===== src/rtl/period_meas_avg.sv =====
// period_meas_avg: measures the interval between accepted rising edges of sig_in,
// scales it to OUT_W bits and smooths it with a 2^AVG_LOG moving average.
module period_meas_avg #(
    parameter int CNT_W     = 24,
    parameter int TIMEOUT   = 24'hE4E1C0,
    parameter int OUT_SHIFT = 16,
    parameter int OUT_W     = 8,
    parameter int AVG_LOG   = 2,
    parameter int MIN_PER   = 0
) (
    input  logic             clk,
    input  logic             rst_n,
    input  logic             sig_in,
    input  logic             clr,
    output logic [OUT_W-1:0] period,
    output logic             period_vld,
    output logic             stalled
);
    localparam int DEPTH = 1 << AVG_LOG;
    localparam int PW    = AVG_LOG > 0 ? AVG_LOG : 1;
    localparam int SW    = OUT_W + AVG_LOG;
    localparam int OMAX  = (1 << OUT_W) - 1;
    localparam int TSI   = (TIMEOUT >> OUT_SHIFT) > OMAX ? OMAX : (TIMEOUT >> OUT_SHIFT);
    localparam logic [OUT_W-1:0] TS = OUT_W'(TSI);
    localparam logic [CNT_W-1:0] TO = CNT_W'(TIMEOUT);
    localparam logic [1:0] ST_STALL = 2'd0, ST_ARMED = 2'd1, ST_RUN = 2'd2;

    logic             prev, rise, long_enough, acc, tmo, flush, push;
    logic [CNT_W-1:0] cnt, cnt_sh;
    logic [1:0]       state, state_n;
    logic [OUT_W-1:0] s, fval;
    logic [OUT_W-1:0] buf_q [DEPTH];
    logic [PW-1:0]    ptr;
    logic [SW-1:0]    sum, sum_push;

    generate
        if (MIN_PER == 0) begin : g_nomin
            assign long_enough = 1'b1;
        end else begin : g_min
            assign long_enough = cnt >= CNT_W'(MIN_PER);
        end
    endgenerate

    always_comb begin
        rise     = sig_in & ~prev;
        acc      = rise & long_enough;
        tmo      = ~acc & (cnt == TO - 1'b1);
        cnt_sh   = cnt >> OUT_SHIFT;
        s        = (32'(cnt_sh) > 32'(OMAX)) ? OUT_W'(OMAX) : OUT_W'(cnt_sh);
        // the first period after a stall pre-loads the whole window so the output steps
        flush    = clr | (acc & (state == ST_ARMED)) | (tmo & (state == ST_RUN));
        fval     = (~clr & acc) ? s : TS;
        push     = ~clr & acc & (state == ST_RUN);
        sum_push = sum - SW'(buf_q[ptr]) + SW'(s);
        state_n  = clr ? ST_STALL :
                   acc ? ((state == ST_STALL) ? ST_ARMED : ST_RUN) :
                   tmo ? ST_STALL : state;
    end

    assign stalled = (state != ST_RUN);

    always_ff @(posedge clk or negedge rst_n) begin
        if (!rst_n) begin
            prev       <= 1'b0;
            cnt        <= CNT_W'(1);
            state      <= ST_STALL;
            period_vld <= 1'b0;
        end else begin
            prev       <= sig_in;
            cnt        <= (clr | acc) ? CNT_W'(1) : (cnt == TO) ? cnt : cnt + 1'b1;
            state      <= state_n;
            period_vld <= ~clr & ((acc & (state != ST_STALL)) | (tmo & (state == ST_RUN)));
        end
    end

    always_ff @(posedge clk or negedge rst_n) begin
        if (!rst_n) begin
            for (int i = 0; i < DEPTH; i++) buf_q[i] <= TS;
            sum    <= SW'(TS) << AVG_LOG;
            ptr    <= '0;
            period <= TS;
        end else if (flush) begin
            for (int i = 0; i < DEPTH; i++) buf_q[i] <= fval;
            sum    <= SW'(fval) << AVG_LOG;
            ptr    <= '0;
            period <= fval;
        end else if (push) begin
            buf_q[ptr] <= s;
            sum        <= sum_push;
            ptr        <= (ptr == PW'(DEPTH - 1)) ? '0 : ptr + 1'b1;
            period     <= OUT_W'(sum_push >> AVG_LOG);
        end
    end
endmodule


===== config.mk =====
export PLATFORM = sky130hd
export DESIGN_NAME = period_meas_avg
export DESIGN_NICKNAME = d
export VERILOG_FILES = /design/src/rtl/period_meas_avg.sv
export SDC_FILE = /design/constraint.sdc
export NUM_CORES = 1
export LEC_CHECK = 0
export CAP_MARGIN = 20
export CORE_ASPECT_RATIO = 0.7
export CORE_MARGIN = 10
export CORE_UTILIZATION = 44
export DETAILED_ROUTE_END_ITERATION = 16
export GPL_TIMING_DRIVEN = 0
export SLEW_MARGIN = 5
export SYNTH_ARGS = -nofsm -noshare
export SYNTH_HDL_FRONTEND = slang
export SYNTH_SLANG_ARGS = --single-unit
export TNS_END_PERCENT = 20

===== constraint.sdc =====
create_clock -name clk -period 11.65 [get_ports clk]
set_input_delay 1.7475 -clock clk [delete_from_list [all_inputs] [get_ports clk]]
set_output_delay 1.7475 -clock clk [all_outputs]
set_load 0.02 [all_outputs]

After elaboration in Yosys (flattened, before gate mapping) --
Cells that the tools add are included.
Cells by class: $add $sub $neg 4, multipliers 0, div/mod/pow operators 0, magnitude comparators 3, equal/unequal tests 7, shift-type cells 0, muxes and demuxes 23, bitwise logic cells 16, reduce and logical (&&, ||, !) cells 5
Operator list (number):
- 2-to-1 mux 32 bit | 2
- 2-to-1 mux 8 bit | 7
- equality test 24 bit (second input constant) | 2
- 2-to-1 mux 24 bit | 2
- bitwise mux 32 bit | 1
- adder 24 x 1 -> 24 bit (second input constant) | 1
- 2-to-1 mux 10 bit | 2
- binary-select mux 8 bit (select 2 bit) | 1
- demux 8 bit (select 2 bit) | 1
- 2-to-1 mux 2 bit | 7
- adder 10 x 8 -> 10 bit | 1
- subtractor 10 x 8 -> 10 bit | 1
- bitwise AND 1 bit | 8
- > comparator 8 bit (second input constant) | 1
- equality test 2 bit (second input constant) | 2
- inequality test 2 bit (second input constant) | 2
- bitwise OR 1 bit | 4
- nonzero test 2 bit | 2
- greater-or-equal comparator 3 bit (second input constant) | 1
- less-than comparator 3 x 1 -> 1 bit (second input constant) | 1
- NOT 1 bit | 3
- NOT 2 -> 3 bit | 1
- nonzero test 3 bit | 1
- adder 2 x 1 -> 2 bit (second input constant) | 1
- other kinds (3) | 3
Storage, ports and cells: register bits after elaboration 80, bits in latches 0, RAM bits 0, ROM bits 0, input port bits 4, output and inout bits 10, word-level logic and storage cells 69, memories kept 0

Logic depth before layout (Yosys ltp) --
depth in word-level cells 8, mapped depth 12, mapped depth without buffers 11

Worst setup path before layout --
Ideal clock, no wire load.
path kind register -> register, start point register ptr[0], end point register sum[8], setup time 0.084 ns, arrival time 3.695 ns, required time 11.566 ns, path slack 7.871 ns, cell stages (with the launch flop) 12, buffers on the path 1, period minus slack after synthesis 3.779 ns, cells stage by stage dfrtp_1 buf_1 mux4_2 fa_1 inv_1 fa_1 a211oi_1 o21bai_1 a2111oi_0 or3_1 a21oi_1 o32a_2
On the way: cells in the longest elaborated chain, start to end 8
RTL lines:
- from (decl) | line 33 | logic [PW-1:0] ptr;
- from (signal assigned) | line 90 | ptr <= (ptr == PW'(DEPTH - 1)) ? '0 : ptr + 1'b1;
- NOT 2 -> 3 bit (implied by the code) | line 54 | sum_push = sum - SW'(buf_q[ptr]) + SW'(s);
- binary-select mux 8 bit (select 2 bit) | line 54
- 2-to-1 mux 8 bit (implied by the code) (2 in series) | line 54
- subtractor 10 x 8 -> 10 bit | line 54
- adder 10 x 8 -> 10 bit | line 54
- 2-to-1 mux 10 bit | line 87 | end else if (push) begin
- 2-to-1 mux 10 bit | line 82 | end else if (flush) begin
- to (signal assigned) | line 79 | sum <= SW'(TS) << AVG_LOG;
- to (signal assigned) | line 84 | sum <= SW'(fval) << AVG_LOG;
- to (signal assigned) | line 89 | sum <= sum_push;
- to (decl) | line 34 | logic [SW-1:0] sum, sum_push;
Every way passes these cells. The select of a mux whose other input is x is not followed. A chain may end at the register's enable or synchronous reset.

Worst setup path in the final report --
Ends and elaborated chain as after synthesis.

==> metrics.txt <==
status=complete, no violations; IO buf count=13; transition time of the tightest slew-check pin=0.741 ns; Max rail drop VDD=0.0801 mV; Hold WS=0.500 ns; Worst Hold Depth=1; die area=0.0141 sq mm; critical path, cell by cell=buf_1, mux4_2, fa_1, inv_1, fa_1, a211oi_1, o21bai_1, a2111oi_0, or3_1, a21oi_1, o32a_2; Leakage Power=0.00213 uW; Slew Limit Fails=0; Max-Slew Margin vs Limit=50.6%; Syn-to-layout area delta=14.9%; Placement Rows=30; Post-Place Cells=557; Syn Inst Count=415; core area=0.00961 sq mm; Slowest cell on crit path=mux4_2; hold_buf cts=0; multi-input logic area=0.00219 sq mm; # Max-Cap Violations=0; worst r2r src=ptr[0]; cts repair resizes=0; overall routing resource usage=15.6%; Psw=198 uW; antenna cell count=0; GRT overflow=0; most frequent cells in the layout=51 x dfrtp_1, 38 x nor2_1, 34 x inv_1; clk sinks=72; Netlist cell types=56; final instance area=0.00492 sq mm; Syn. warnings=0; I/O pins=14; Die H=103 um; Reg power frac=37.6%; hold violation count in the final report=0; initial core utilization=44.6%; overall power=726 uW; clock slew at reported path FFs=0.06 ns; # setup viols final=0; pwr dens=148 mW/mm^2; Synth Flop Type=dfrtp_1; CP peak stage delay=0.64 ns; vias after detailed routing=3181; root buf cell=clkbuf_16; post-route ant nets=0; Fin Setup TNS=0 ns; first-pass GRT wire length=17100 um; Yosys reg bits=72; mapped cell area=0.00428 sq mm; sequential fraction of the synthesis area=42.7%; Crit Path Class=reg -> reg; fin nets=468; H-tree depth=3; total iterations of the first detailed-routing run=4; Worst Setup Start Kind=flop; most common cell after layout, fill and taps aside=dfrtp_1; Max FO, Critical Path=10; storage element area=0.00183 sq mm; Hold Crit Class=reg -> reg; worst skew pair latency=0.34 ns; hold path start=buf_q[5]; detailed placement HPWL=7370 um; Worst EP required=11.91 ns; clock period minus worst slack=4.30 ns; Comb pwr share=21.3%; unrepaired setup endpoints after global routing=false; WL/cell=17.9 um; ratio of final minimum period to clock period=36.9%; Placed Area=0.00460 sq mm; die width=138 um; clock power share=41.1%; DRC violations left=0; CP Launch Point=ptr[0]; Num CTS Buffers=9; syn nets=443; Detailed Route Iter0 Violations=246; Max clock buf depth=2; fillcell total=888; critical path arrival=4.55 ns; layout cells sized above 1=15.7%; fmax=233 MHz; asr flop ratio synth=100%; post-CTS setup repair buffer count=0; vias in the first global route=3163; Sw Ratio=27.3%; Reg2Reg Depth=11; final WL=10300 um; initial antenna violation count=0; largest net degree at the start of global routing=63; Post-Layout Cell Count=573; Final Skew=0.0102 ns; most used cell, CP=fa_1; P_int=528 uW; CTS tree=yes; syn_area_per_cell=10.3 sq um; RePlAce Congestion=0.834; post-DR vias/cell=5.55; crit path capture type=flop; Post-synth EDFFs=0
cell usage after synthesis, types with 3 or more instances:
master / n / area, sq um
nand4_1: 8 / 50.1
o21a_1: 6 / 45.0
and3_1: 4 / 25.0
a21oi_1: 26 / 130
clkinv_1: 4 / 15.0
ha_1: 16 / 200
o21ai_0: 10 / 50.1
xor2_1: 11 / 96.3
nor2_1: 38 / 143
fa_1: 8 / 160
nor4_1: 4 / 25.0
dfrtp_1: 51 / 1280
nand2_1: 21 / 78.8
or3_1: 3 / 18.8
mux4_2: 8 / 180
dfstp_2: 21 / 552
buf_4: 9 / 67.6
clkbuf_1: 11 / 41.3
xnor2_1: 16 / 140
a22o_1: 16 / 140
nor2b_1: 5 / 31.3
a2bb2oi_1: 16 / 140
a211oi_1: 3 / 22.5
a21o_1: 9 / 67.6
inv_1: 34 / 128
nor3_1: 6 / 30.0
nand3_1: 12 / 60.1
mux2i_1: 3 / 30.0
final timing paths:
kind	end	slack (ns)
max reg2reg	sum[8]	7.35
max	sum[8]	7.35
max in group asynchronous	buf_q[10]	9.80
min	buf_q[5]	0.50
min reg2reg	buf_q[5]	0.50
min in group asynchronous	sum[6]	1.26
worst max-delay path, delay by kind of cell (launching register included):
kind / cells / cell delay (ns)
compound gates: 5 / 1.32
fa+ha+maj: 2 / 1.01
mux: 1 / 0.64
buf+inv: 2 / 0.65
flops: 1 / 0.42
simple gates: 1 / 0.18
logic make-up (layout without fill, tap and decap cells):
kind of cell | count (synthesis) | in the layout | synth area share (%)
AO/OA/AOI/OAI | 99 | 99 | 16.8
flip-flops | 72 | 72 | 42.7
adder cells (fa/ha/maj) | 24 | 24 | 8.42
buffers and inverters | 61 | 91 | 6.19
XOR/XNOR | 27 | 27 | 5.52
multiplexers | 12 | 12 | 5.26
AND/OR/NAND/NOR | 120 | 120 | 15.1
through the flow:
| step | setup slack, ns | util [%] |
|---|---|---|
| finish | 7.35 | 51.2 |
| floorplan | 7.87 | - |
| CTS | 7.37 | 51.2 |
| global route | 7.00 | 51.2 |
| detailed placement | 7.38 | 47.8 |
| global placement | 6.31 | 47.6 |
power groups by stage:
stage / Sequential, uW / Combinational, uW / Clock (uW)
after floorplan: 275 / 111 / 0
after global placement: 277 / 149 / 0
after detailed placement: 277 / 152 / 0
after CTS: 273 / 154 / 305
after global routing: 274 / 172 / 314
final: 273 / 155 / 299
layout make-up:
cell class	count	share of cell area [%]
clock buffers	11	4.94
multi-input cells	282	44.5
inverters	38	2.90
flip-flops and latches	72	37.2
well taps	128	3.26
repair buffers	14	3.15
clock inverters	5	1.60
plain buffers	23	2.49
metal layers:
layer | vias up | routed length (um) | global-route usage [%]
met5 | - | 0 | 0
met4 | 0 | 121 | 4.56
li1 | 1522 | - | -
met1 | 1587 | 5220 | 22.5
met3 | 12 | 584 | 3.99
met2 | 60 | 4330 | 22.5
flip-flops by register name, indices dropped and copies added, names as in the netlist:
name,cells
buf_q,32
state,2
sum,10
ptr,2
prev,1
period_vld,1
cnt,24
Note: power is estimated with default switching activity, not from simulation.
